`config.mk`:
```
export PLATFORM = sky130hd
export DESIGN_NAME = instr_fetch_flat
export DESIGN_NICKNAME = d
export VERILOG_FILES = /design/src/rtl/instr_fetch_if.sv /design/src/rtl/instr_fetch.sv /design/src/flat_wrapper.sv
export SDC_FILE = /design/constraint.sdc
export NUM_CORES = 1
export LEC_CHECK = 0
export CORE_MARGIN = 2
export CORE_UTILIZATION = 33
export CTS_CLUSTER_DIAMETER = 200
export CTS_CLUSTER_SIZE = 28
export DETAILED_ROUTE_END_ITERATION = 10
export PLACE_DENSITY = 0.66
export SYNTH_ARGS = -nofsm -noshare
export SYNTH_HDL_FRONTEND = slang
export SYNTH_SLANG_ARGS = --single-unit
```
`constraint.sdc`:
```
create_clock -name clk -period 2.2 [get_ports clk]
set_input_delay 0.22 -clock clk [delete_from_list [all_inputs] [get_ports clk]]
set_output_delay 0.22 -clock clk [all_outputs]
set_load 0.01 [all_outputs]
```
`src/rtl/instr_fetch_if.sv`:
```
// L1 instruction-cache read port.
//   L1_read  : read request (fetch -> L1)
//   L1_addr  : word-aligned fetch address (fetch -> L1)
//   L1_busy  : access not complete this cycle (L1 -> fetch)
//   L1_rdata : instruction word, valid when L1_busy is low (L1 -> fetch)
interface instr_fetch_if #(
    parameter int n = 32
);
    logic         L1_read;
    logic [n-1:0] L1_addr;
    logic         L1_busy;
    logic [n-1:0] L1_rdata;

    modport master (
        output L1_read,
        output L1_addr,
        input  L1_busy,
        input  L1_rdata
    );

    modport slave (
        input  L1_read,
        input  L1_addr,
        output L1_busy,
        output L1_rdata
    );
endinterface

```
`src/rtl/instr_fetch.sv`:
```
// Instruction-fetch stage. It owns the program counter, reads words from the
// L1 instruction cache and feeds the IF/ID instruction register. It handles
// branch redirects, including redirects that arrive while an L1 access is
// stalled, and counts stall cycles.
//   clk                : rising-edge clock
//   reset_n            : asynchronous active-low reset
//   l1                 : L1 read port (master side)
//   branch_instruction : redirect request
//   branch_target      : redirect address
//   instruction_next   : instruction word to the instruction register
//   pc_next            : address of instruction_next
//   pc_plus_four_next  : pc_next + 4
//   stall_count        : saturating count of stalled cycles
//
// state         | meaning
// BOOT          | one idle cycle after reset, no L1 request
// FETCH         | normal fetch at pc
// REDIRECT_WAIT | redirect taken mid-stall; old access finishes, data dropped
module instr_fetch #(
    parameter int           n        = 32,
    parameter logic [n-1:0] RESET_PC = 32'h0000_0000,
    parameter logic [n-1:0] NOP      = 32'h0000_0013
) (
    input  logic                clk,
    input  logic                reset_n,
    instr_fetch_if.master       l1,
    input  logic                branch_instruction,
    input  logic [n-1:0]        branch_target,
    output logic [n-1:0]        instruction_next,
    output logic [n-1:0]        pc_next,
    output logic [n-1:0]        pc_plus_four_next,
    output logic [15:0]         stall_count
);

    typedef enum logic [1:0] {
        BOOT          = 2'd0,
        FETCH         = 2'd1,
        REDIRECT_WAIT = 2'd2
    } state_t;

    state_t       state_q, state_d;
    logic [n-1:0] pc_q, pc_d;
    logic [n-1:0] pending_q, pending_d;
    logic [15:0]  stall_q, stall_d;
    logic [n-1:0] target_aligned;

    assign target_aligned = {branch_target[n-1:2], 2'b00};

    always_ff @(posedge clk or negedge reset_n) begin
        if (!reset_n) begin
            state_q   <= BOOT;
            pc_q      <= RESET_PC;
            pending_q <= '0;
            stall_q   <= '0;
        end else begin
            state_q   <= state_d;
            pc_q      <= pc_d;
            pending_q <= pending_d;
            stall_q   <= stall_d;
        end
    end

    always_comb begin
        state_d   = state_q;
        pc_d      = pc_q;
        pending_d = pending_q;
        stall_d   = stall_q;

        // Outputs depend only on registered state, pc and the L1 response;
        // the branch inputs only steer next-state.
        l1.L1_read        = 1'b0;
        l1.L1_addr        = pc_q;
        instruction_next  = NOP;

        if (state_q != BOOT && l1.L1_busy && stall_q != 16'hFFFF) begin
            stall_d = stall_q + 16'd1;
        end

        unique case (state_q)
            BOOT: begin
                state_d = FETCH;
            end
            FETCH: begin
                l1.L1_read = 1'b1;
                if (!l1.L1_busy) begin
                    instruction_next = l1.L1_rdata;
                    pc_d = branch_instruction ? target_aligned : pc_q + n'(4);
                end else if (branch_instruction) begin
                    pending_d = target_aligned;
                    state_d   = REDIRECT_WAIT;
                end
            end
            REDIRECT_WAIT: begin
                // L1_addr stays at the old pc until the outstanding access
                // completes; its data is wrong-path and is replaced by NOP.
                l1.L1_read = 1'b1;
                if (!l1.L1_busy) begin
                    pc_d    = branch_instruction ? target_aligned : pending_q;
                    state_d = FETCH;
                end else if (branch_instruction) begin
                    pending_d = target_aligned;
                end
            end
            default: begin
                state_d = BOOT;
            end
        endcase
    end

    assign pc_next           = pc_q;
    assign pc_plus_four_next = pc_q + n'(4);
    assign stall_count       = stall_q;

endmodule

```
`src/flat_wrapper.sv`:
```
// flat-port wrapper written by rule: the top's interface ports become plain ports
module instr_fetch_flat 
#(
    parameter int           n        = 32,
    parameter logic [n-1:0] RESET_PC = 32'h0000_0000,
    parameter logic [n-1:0] NOP      = 32'h0000_0013
)
  (clk, reset_n, branch_instruction, branch_target, instruction_next, pc_next, pc_plus_four_next, stall_count, l1_L1_read, l1_L1_addr, l1_L1_busy, l1_L1_rdata);
  instr_fetch_if #(.n(n)) l1_i ();
  input  logic clk;
  input  logic reset_n;
  input  logic branch_instruction;
  input  logic [n-1:0] branch_target;
  output logic [n-1:0] instruction_next;
  output logic [n-1:0] pc_next;
  output logic [n-1:0] pc_plus_four_next;
  output logic [15:0] stall_count;
  output wire logic [$bits(l1_i.L1_read)-1:0] l1_L1_read;
  output wire logic [$bits(l1_i.L1_addr)-1:0] l1_L1_addr;
  input wire logic [$bits(l1_i.L1_busy)-1:0] l1_L1_busy;
  input wire logic [$bits(l1_i.L1_rdata)-1:0] l1_L1_rdata;
  assign l1_L1_read = l1_i.L1_read;
  assign l1_L1_addr = l1_i.L1_addr;
  assign l1_i.L1_busy = l1_L1_busy;
  assign l1_i.L1_rdata = l1_L1_rdata;
  instr_fetch #(.n(n), .RESET_PC(RESET_PC), .NOP(NOP)) u_core (.clk(clk), .reset_n(reset_n), .l1(l1_i), .branch_instruction(branch_instruction), .branch_target(branch_target), .instruction_next(instruction_next), .pc_next(pc_next), .pc_plus_four_next(pc_plus_four_next), .stall_count(stall_count));
endmodule
```
==> flow_metrics.env <==
export IMPL_powerDensity_mw_per_mm2=1280
export IMPL_reg2reg_slack_ns=0.01
export IMPL_slowest_stage="or4_4"
export IMPL_status="complete, but fails checks"
export IMPL_wl_per_cell_um=17.6
export IMPL_dp_hpwl_um=14000
export IMPL_grt_pass1_wl_um=30500
export IMPL_hold_viol=0
export IMPL_antenna_found_initial=0
export IMPL_relSlewSlack_pct=61.9
export IMPL_crit_chain="ha_2, nand2_4, or4_4, buf_6, o21ai_2, nand2_2, buf_6"
export IMPL_drcViolationCount=0
export IMPL_clk_pin_slew_ns=0.06
export IMPL_ctsHtreeMaxLevel=3
export IMPL_gp_congestion=0.898
export IMPL_finClkSkew_ns=0.00721
export IMPL_yosysMostFrequentCell="dfrtp_1"
export IMPL_final_area_mm2=0.00895
export IMPL_worstSetupPathType="reg -> out"
export IMPL_core_area_mm2=0.0160
export IMPL_port_buffers=210
export IMPL_num_nets_final=955
export IMPL_cts_made_buffers=9
export IMPL_grt_pass1_vias=5762
export IMPL_antenna_cells=0
export IMPL_p_leak_nw=3.90
export IMPL_cts_buffer_depth=2
export IMPL_initial_core_util_pct=33.9
export IMPL_drv_cap=0
export IMPL_violations="negative setup slack"
export IMPL_area_growth_pct=64.9
export IMPL_grt_overflow_total=0
export IMPL_syn_area_per_cell_um2=9.09
export IMPL_hold_path_class="in -> reg"
export IMPL_drv_slew=0
export IMPL_fin_crit_sh_pct=106
export IMPL_required_ns=1.98
export IMPL_synth_warnings=0
export IMPL_clkLatencyLatePin_ns=0.34
export IMPL_worst_endpoint_arrival_ns=2.12
export IMPL_die_x_um=132
export IMPL_post_place_ws_ns=-0.191
export IMPL_stdcell_count=1100
export IMPL_cp_max_fo=3
export IMPL_critPathLaunch="u_core.l1.L1_addr[3]"
export IMPL_synth_top_cell_area_share_pct=37.8
export IMPL_whs_path_depth=4
export IMPL_min_from="branch_instruction"
export IMPL_ios=213
export IMPL_ys_types=59
export IMPL_cts_tree="done"
export IMPL_end_kind="output pin"
export IMPL_dr_pass1_iters=5
export IMPL_syn_area_mm2=0.00543
export IMPL_dominantRegCellSynth="dfrtp_1"
export IMPL_fmax_mhz=428
export IMPL_tns_ns=-0.574
export IMPL_synth_area_leaders="dfrtp_1, mux2_2, buf_4"
export IMPL_reg2reg_from="u_core.l1.L1_addr[3]"
export IMPL_slowest_delay_ns=0.59
export IMPL_drive_gt1_share_pct=29.2
export IMPL_clock_sinks=82
export IMPL_synth_area_leader_cell="dfrtp_1"
export IMPL_num_rows=46
export IMPL_rr_worst_depth=7
export IMPL_dp_cells=1048
export IMPL_cpMostUsedCell="buf_6"
export IMPL_grt_total_usage_pct=21.4
export IMPL_worst_pin_slew_ns=0.572
export IMPL_grt_start_max_net_pins=44
export IMPL_clk_root_buffer_cell="clkbuf_16"
export IMPL_period_minus_slack_ns=2.34
export IMPL_viasPerCell=5.24
export IMPL_place_area_mm2=0.00817
export IMPL_syn_nets=670
export IMPL_fin_ws_ns=-0.138
export IMPL_hold_end="u_core.l1.L1_addr[18]"
export IMPL_wl_um=19300
export IMPL_r2r_end="u_core.l1.L1_addr[30]"
export IMPL_synth_seq_cells=82
export IMPL_ir_drop_uv=644
export IMPL_die_y_um=132
export IMPL_initialDrtViolationCount=417
export IMPL_vias=5762
export IMPL_async_flop_share_pct=100
export IMPL_die_area_mm2=0.0175
export IMPL_start_kind="register"
export IMPL_setup_viol=8
export IMPL_synth_yosys_seq_area_share_pct=37.8
export IMPL_synth_commonest_cells="dfrtp_1, nand2_1, buf_4"
export IMPL_grt_setup_unrepaired="true"
export IMPL_synth_enable_flop_cells=0
export IMPL_final_antenna_net_count=0
export IMPL_netlist_instances=597
kinds of logic after synthesis:
family | count (synthesis) | synth area share, %
AOI/OAI and AO/OA | 120 | 15.9
xor gates and xnor gates | 37 | 5.97
adders and majority gates | 5 | 1.15
buffers and inverters | 89 | 8.67
DFF | 82 | 37.8
muxes | 41 | 8.25
and+or+nand+nor | 223 | 22.3
routing by layer:
layer  global-route usage (%)  up-vias  share of wire [%]
li1                         -     2705                  -
met1                     27.4     2844                 43
met2                     37.1      187                 50
met4                     5.91        0                1.5
met3                     3.92       26                5.3
met5                        0        -                  0
placed cells by master, fill, tap and decap left out, types with 7 or more instances in the layout:
cell               n
xor2_1             8
and2_1            33
inv_1             12
a22o_1            15
nand2_1           45
mux2i_1           11
o21ai_0           23
dlygate4sd2_1     29
nand3_1           19
buf_6             15
clkbuf_16          9
xnor2_2            7
nand4_1           22
or3_1              8
a21oi_1           16
dfrtp_1           82
clkbuf_2          11
buf_2             13
xnor2_1           22
clkdlybuf4s50_1  150
o211ai_1          15
and3_1             9
buf_4            122
mux2_2            30
nor2_1            23
registers in the layout (all words and copies together) (netlist names):
| register | cells |
|---|---|
| u_core.pending_q | 32 |
| u_core.stall_count | 16 |
| u_core.state_q | 2 |
| u_core.l1.L1_addr | 32 |
stage by stage:
step	util, %	power, W	hold WS [ns]
6_report	55.9	0.0115	0.399
3_3_place_gp	51.1	0.00963	0.233
5_1_grt	55.9	0.0122	0.420
4_1_cts	54.5	0.0112	0.389
3_5_place_dp	51.1	0.00979	0.241
2_1_floorplan	-	0.00626	-0.0756
power breakdown:
part | internal (W) | total [W] | switching, W
registers | 0.00216 | 0.00266 | 0.000500
clock network | 0.000745 | 0.00133 | 0.000586
logic | 0.00386 | 0.00748 | 0.00362
total | 0.00676 | 0.0115 | 0.00470
worst max-delay path: cells and delay by family, from the launching register on:
| kind | cells | cell delay, ns |
|---|---|---|
| adders and majority gates | 1 | 0.23 |
| DFF | 1 | 0.38 |
| buffers and inverters | 2 | 0.26 |
| AOI/OAI and AO/OA | 1 | 0.14 |
| and+or+nand+nor | 3 | 0.76 |
worst max-delay path by stage:
stage | depth (start not counted) | end | slack, ns
final | 7 | pc_plus_four_next[20] | -0.14
after global routing | 6 | pc_plus_four_next[30] | -0.19
after CTS | 6 | pc_plus_four_next[30] | -0.13
after detailed placement | 6 | pc_plus_four_next[30] | -0.19
after global placement | 8 | pc_plus_four_next[29] | -0.12
after floorplan | 8 | u_core.l1.L1_addr[25] | 0.06
final cells by class:
| type | instances | area (um^2) |
|---|---|---|
| Clock buffer | 12 | 236 |
| Clock inverter | 1 | 5.00 |
| Fill cell | 1442 | 7050 |
| Inverter | 13 | 48.8 |
| Multi-Input combinational cell | 426 | 3240 |
| Sequential cell | 82 | 2050 |
| Tap cell | 216 | 270 |
| Timing Repair Buffer | 350 | 3100 |
what timing repair did:
action / in CTS / in global routing
pin swaps: 13 / 17
gates cloned: 2 / 1
hold endpoints to repair: 39 / 0
hold buffers: 1 / 0
setup endpoints to repair: 58 / 30
buffers inserted: 21 / 17
gates resized for setup: 136 / 62
(Power assumes the default switching activity.)
